===== config.mk =====
export PLATFORM = sky130hd
export DESIGN_NAME = uart_nic_arbiter
export DESIGN_NICKNAME = d
export VERILOG_FILES = /design/src/rtl/uart_arb_pkg.sv /design/src/rtl/rr_arbiter2.sv /design/src/rtl/uart_nic_arbiter.sv
export SDC_FILE = /design/constraint.sdc
export NUM_CORES = 1
export LEC_CHECK = 0
export BUFFER_PORTS_ARGS = -buffer_cell sky130_fd_sc_hd__buf_2
export CAP_MARGIN = 10
export CORE_MARGIN = 2
export CORE_UTILIZATION = 57
export CTS_CLUSTER_DIAMETER = 120
export DETAILED_ROUTE_END_ITERATION = 10
export PLACE_DENSITY_LB_ADDON = 0.2
export SKIP_CTS_REPAIR_TIMING = 1
export SLEW_MARGIN = 30
export SYNTH_ARGS = -nofsm -noshare
export SYNTH_HDL_FRONTEND = slang
export SYNTH_SLANG_ARGS = --single-unit

===== constraint.sdc =====
create_clock -name clk -period 5.3 [get_ports clk]
set_input_delay 0.53 -clock clk [delete_from_list [all_inputs] [get_ports clk]]
set_output_delay 0.53 -clock clk [all_outputs]
set_load 0.02 [all_outputs]

===== src/rtl/uart_arb_pkg.sv =====
// Shared types and defaults for the UART NIC arbiter: TX/RX state encodings and frame spacing.
package uart_arb_pkg;

  localparam int CLKS_PER_FRAME_DEFAULT = 5208;

  typedef enum logic [1:0] {
    T_IDLE,
    T_ISSUE,
    T_GAP
  } tx_state_t;

  typedef enum logic [1:0] {
    R_IDLE,
    R_READ,
    R_WAIT
  } rx_state_t;

endpackage


===== src/rtl/rr_arbiter2.sv =====
// Two-input round-robin arbiter; on a tie the port not granted last wins, port 0 first after reset.
module rr_arbiter2 (
  input  logic       clk,
  input  logic       rst,
  input  logic [1:0] req,
  input  logic       advance,
  output logic       gnt_valid,
  output logic       gnt_idx
);

  logic prio;

  always_comb begin
    gnt_valid = |req;
    gnt_idx   = 1'b0;
    if (req == 2'b11) begin
      gnt_idx = prio;
    end else if (req[1]) begin
      gnt_idx = 1'b1;
    end
  end

  // prio names the port that wins the next tie, i.e. the one not granted last
  always_ff @(posedge clk or negedge rst) begin
    if (!rst) begin
      prio <= 1'b0;
    end else if (advance && gnt_valid) begin
      prio <= ~gnt_idx;
    end
  end

endmodule


===== src/rtl/uart_nic_arbiter.sv =====
// Shares one UART NIC between two requesters: paced TX with round-robin grant, RX routed to the owner.
// Define UART_NIC_ARBITER_RX_BROADCAST_EN to copy every received byte to both holding registers.
module uart_nic_arbiter
  import uart_arb_pkg::*;
#(
  parameter int CLKS_PER_FRAME = CLKS_PER_FRAME_DEFAULT
) (
  input  logic       clk,
  input  logic       rst,
  input  logic [1:0] req_wr,
  input  logic [7:0] req_data0,
  input  logic [7:0] req_data1,
  output logic [1:0] req_ack,
  output logic [1:0] rx_valid,
  output logic [7:0] rx_data0,
  output logic [7:0] rx_data1,
  input  logic [1:0] rx_rd,
  output logic [1:0] rx_ovf,
  output logic [7:0] nic_data_in,
  output logic       nic_write,
  output logic       nic_read,
  input  logic [7:0] nic_data_out,
  input  logic       nic_read_i
);

  localparam int CW = (CLKS_PER_FRAME > 2) ? $clog2(CLKS_PER_FRAME) : 1;

  tx_state_t     tx_state;
  rx_state_t     rx_state;
  logic [CW-1:0] gap_cnt;
  logic          owner;
  logic          grant_idx;
  logic [7:0]    tx_byte;
  logic          arb_valid;
  logic          arb_idx;
  logic [1:0]    route;
  logic [7:0]    hold_data [2];

  rr_arbiter2 u_arb (
    .clk       (clk),
    .rst       (rst),
    .req       (req_wr),
    .advance   (tx_state == T_IDLE),
    .gnt_valid (arb_valid),
    .gnt_idx   (arb_idx)
  );

  // Gap exits when the counter would reach zero, so issues are CLKS_PER_FRAME+1 cycles apart
  always_ff @(posedge clk or negedge rst) begin
    if (!rst) begin
      tx_state    <= T_IDLE;
      gap_cnt     <= '0;
      owner       <= 1'b0;
      grant_idx   <= 1'b0;
      tx_byte     <= '0;
      nic_write   <= 1'b0;
      nic_data_in <= '0;
      req_ack     <= '0;
    end else begin
      nic_write <= 1'b0;
      req_ack   <= '0;
      case (tx_state)
        T_IDLE: begin
          if (arb_valid) begin
            grant_idx <= arb_idx;
            tx_byte   <= arb_idx ? req_data1 : req_data0;
            tx_state  <= T_ISSUE;
          end
        end
        T_ISSUE: begin
          nic_write   <= 1'b1;
          nic_data_in <= tx_byte;
          req_ack     <= grant_idx ? 2'b10 : 2'b01;
          owner       <= grant_idx;
          gap_cnt     <= CW'(CLKS_PER_FRAME - 1);
          tx_state    <= T_GAP;
        end
        T_GAP: begin
          if (gap_cnt <= CW'(1)) begin
            gap_cnt  <= '0;
            tx_state <= T_IDLE;
          end else begin
            gap_cnt <= gap_cnt - 1'b1;
          end
        end
        default: tx_state <= T_IDLE;
      endcase
    end
  end

`ifdef UART_NIC_ARBITER_RX_BROADCAST_EN
  assign route = 2'b11;
`else
  assign route = owner ? 2'b10 : 2'b01;
`endif

  // A full register keeps its byte and flags overflow unless it is popped in the capture cycle
  always_ff @(posedge clk or negedge rst) begin
    if (!rst) begin
      rx_state <= R_IDLE;
      nic_read <= 1'b0;
      rx_valid <= '0;
      rx_ovf   <= '0;
      for (int i = 0; i < 2; i++) begin
        hold_data[i] <= '0;
      end
    end else begin
      nic_read <= 1'b0;
      case (rx_state)
        R_IDLE: begin
          if (nic_read_i) begin
            rx_state <= R_READ;
          end
        end
        R_READ: begin
          nic_read <= 1'b1;
          rx_state <= R_WAIT;
        end
        R_WAIT: begin
          if (!nic_read_i) begin
            rx_state <= R_IDLE;
          end
        end
        default: rx_state <= R_IDLE;
      endcase
      for (int i = 0; i < 2; i++) begin
        if ((rx_state == R_READ) && route[i]) begin
          if (rx_valid[i] && !rx_rd[i]) begin
            rx_ovf[i] <= 1'b1;
          end else begin
            hold_data[i] <= nic_data_out;
            rx_valid[i]  <= 1'b1;
          end
        end else if (rx_rd[i]) begin
          rx_valid[i] <= 1'b0;
        end
      end
    end
  end

  assign rx_data0 = hold_data[0];
  assign rx_data1 = hold_data[1];

endmodule


==> metrics.md <==
| Metric | Value |
|---|---|
| Status | `finished, final reports clean` |
| Port Buffers | `62` |
| Initial antenna violation count | `0` |
| Die ar. | `5160 um2` |
| Number of synthesized register bits | `60` |
| Final Max Tran Viols | `0` |
| Unrepaired setup endpoints after global routing | `no` |
| GRT Total Usage | `21.6%` |
| Via Count | `1905` |
| Insertion delay to the later sink of the worst-skew pair | `0.34 ns` |
| Drt via density | `5.55` |
| Pwr Total | `1.35 mW` |
| Post-synth EDFFs | `0` |
| Area Growth Syn to Fin | `22.7%` |
| Combinational Power Share | `21.9%` |
| Netlist Area Pre-Place | `2620 um2` |
| Worst EP required | `5.50 ns` |
| Syn_nets | `254` |
| Crit-path max cell delay | `0.71 ns` |
| Count of buffer and inverter cells on the critical path | `0` |
| Core area | `4380 um2` |
| Post-route setup TNS | `0 ns` |
| Std-Cell Rows | `24` |
| Max-cap viol count | `0` |
| Share of layout cells above drive strength 1 | `38.8%` |
| Vias in the first global route | `1851` |
| Crit path max fanout | `8` |
| Seq/Total Area, Yosys | `57.2%` |
| Most frequent cells in the layout | `62 x buf_2, 60 x dfrtp_1, 27 x mux2_2` |
| Syn. warnings | `0` |
| Die Height | `71.8 um` |
| Internal power | `0.962 mW` |
| CTS tree | `yes` |
| WL final | `5160 um` |
| Antenna Nets Post-Route | `0` |
| IR Drop Worst-Case VDD | `0.216 mV` |
| Tmin final | `2.43 ns` |
| Sequential Power Share | `42.6%` |
| CP cell instances | `or4_1 -> nor4_1 -> nand2b_1 -> o211ai_1` |
| Die X | `71.8 um` |
| FFs w/ async S/R, synth | `100%` |
| Placer Congestion | `0.849` |
| CP max-delay cell | `or4_1` |
| Pre-antenna DRT Iters | `4` |
| CTS max path bufs | `2` |
| Starting DRC count in detailed routing | `101` |
| Setup crit end kind | `register` |
| Initial Util | `59.8%` |
| Slew @ Worst Pin | `0.738 ns` |
| Clock skew | `0.00860 ns` |
| First-pass GRT wire length | `8460 um` |
| FMAX | `411 MHz` |
| Worst EP arrival | `2.63 ns` |
| Commonest non-fill, non-tap cell in the layout | `buf_2` |
| HP Class | `in -> async` |
| Net Switching | `0.385 mW` |
| Slew Limit Headroom | `50.8%` |
| Delay-heaviest family, CP | `simple AND/OR/NAND/NOR gates` |
| Fillers | `306` |
| Largest net degree at the start of global routing | `61` |
| Clock sinks | `60` |
| Sw Ratio | `28.6%` |
| Primary FF master, synth | `dfrtp_1` |
| Drt wl/cell | `15.0 um` |
| Final setup viols | `0` |
| Synth cell types | `40` |
| Root buffer cell | `clkbuf_8` |
| Portion of total power attributed to the clock network | `35.5%` |
| Critical path class | `reg -> reg` |
| Leak | `1.67 nW` |
| Final Hold Vio Count | `0` |
| CTS Buf Count | `9` |
| DPL Wire Length | `3560 um` |
| Clock transition at the registers of the reported paths | `0.06 ns` |
| Cells after synthesis | `218` |
| Synth Area per Inst | `12.0 um2` |
| Final nets | `322` |
| Final antenna diode count | `0` |
| Top Ports | `63` |
| H-tree Lvls | `3` |
| Drt drc | `0` |
| Fin crit share | `45.9%` |
| Gr ovfl total | `0` |
| P per Cell Area | `419 nW/um2` |
| CP Launch Type | `register` |
-- registers in the layout, indices dropped and copies added (netlist names) --
| register | count |
|---|---|
| grant_idx | 1 |
| tx_state | 2 |
| gap_cnt | 13 |
| rx_data0 | 8 |
| nic_read | 1 |
| rx_state | 2 |
| nic_write | 1 |
| tx_byte | 8 |
| owner | 1 |
| rx_ovf | 2 |
| rx_valid | 2 |
| nic_data_in | 8 |
| req_ack | 2 |
| u_arb.prio | 1 |
| rx_data1 | 8 |
-- metrics by stage --
| step | setup WS, ns | hold WS [ns] | utilization [%] | instances | instance area [um2] |
|---|---|---|---|---|---|
| floorplan | 3.15 | 0.234 | - | 218 | 2620 |
| global placement | 3.00 | 0.427 | 67.9 | 327 | 2980 |
| detailed placement | 2.94 | 0.441 | 67.9 | 327 | 2980 |
| CTS | 2.93 | 0.364 | 73.3 | 343 | 3210 |
| global route | 2.82 | 0.399 | 73.4 | 343 | 3220 |
| finish | 2.87 | 0.342 | 73.4 | 343 | 3220 |
-- power groups by stage --
| stage | combinational, mW | sequential (mW) | clock [mW] |
|---|---|---|---|
| CTS | 0.300 | 0.576 | 0.483 |
| global route | 0.320 | 0.583 | 0.504 |
| finish | 0.296 | 0.574 | 0.478 |
| floorplan | 0.0943 | 0.672 | 0 |
| detailed placement | 0.299 | 0.584 | 0 |
| global placement | 0.292 | 0.578 | 0 |
-- synth_stat cells, types with 2 or more instances --
cell type	n	area [um2]
clkbuf_1	4	15.0
and3_1	2	12.5
mux2i_1	8	80.1
o21ai_0	16	80.1
o211ai_1	4	30.0
ha_1	5	62.6
o21ai_1	2	10.0
nor2b_1	3	18.8
nand2b_1	5	31.3
inv_1	11	41.3
a21oi_1	2	10.0
o22ai_1	2	12.5
nor3_1	4	20.0
nor4_1	5	31.3
or3_1	2	12.5
o22a_1	2	17.5
dfrtp_1	60	1500
nand3b_1	2	15.0
a31oi_1	4	25.0
or4_1	2	15.0
nand2_1	22	82.6
o31ai_1	2	15.0
mux2_2	27	304
nor2_1	6	22.5
-- final cells by class --
| class | count | area [um2] | area share [%] |
|---|---|---|---|
| flip-flops and latches | 60 | 1500 | 46.6 |
| inverters | 11 | 41.3 | 1.28 |
| repair buffers | 63 | 318 | 9.87 |
| multi-input cells | 141 | 1060 | 32.9 |
| clock inverters | 4 | 70.1 | 2.18 |
| clock buffers | 12 | 165 | 5.13 |
| well taps | 52 | 65.1 | 2.02 |
-- path summary, 6_finish.rpt --
kind | startpoint | cells past startpoint | slack (ns) | to
max | gap_cnt[3] | 4 | 2.87 | gap_cnt[4]
min | rst | 2 | 0.34 | gap_cnt[11]
max reg2reg | gap_cnt[3] | 4 | 2.87 | gap_cnt[4]
min reg2reg | rx_state[1] | 1 | 0.45 | rx_state[0]
max in group asynchronous | rst | 2 | 4.47 | gap_cnt[5]
min in group clk | nic_data_out[4] | 2 | 0.44 | rx_data0[4]
-- layer usage --
layer  GRT usage, %  vias to the layer above  wire length, um  part of all wire [%]
li1               -                      926                -                     -
met1           27.5                      909             2300                    45
met2           35.7                       67             2530                    49
met3           6.05                        3              281                   5.4
met4           7.55                        0               43                  0.83
met5              0                        -                0                     0
-- kinds of logic after synthesis --
logic type                 share of synthesized area, %
DFF                                                57.2
AOI/OAI and AO/OA                                  11.4
muxes                                              15.2
buffers and inverters                              2.72
and+or+nand+nor                                    11.1
adders and majority gates                          2.38
Note: power is estimated with default switching activity, not from simulation.
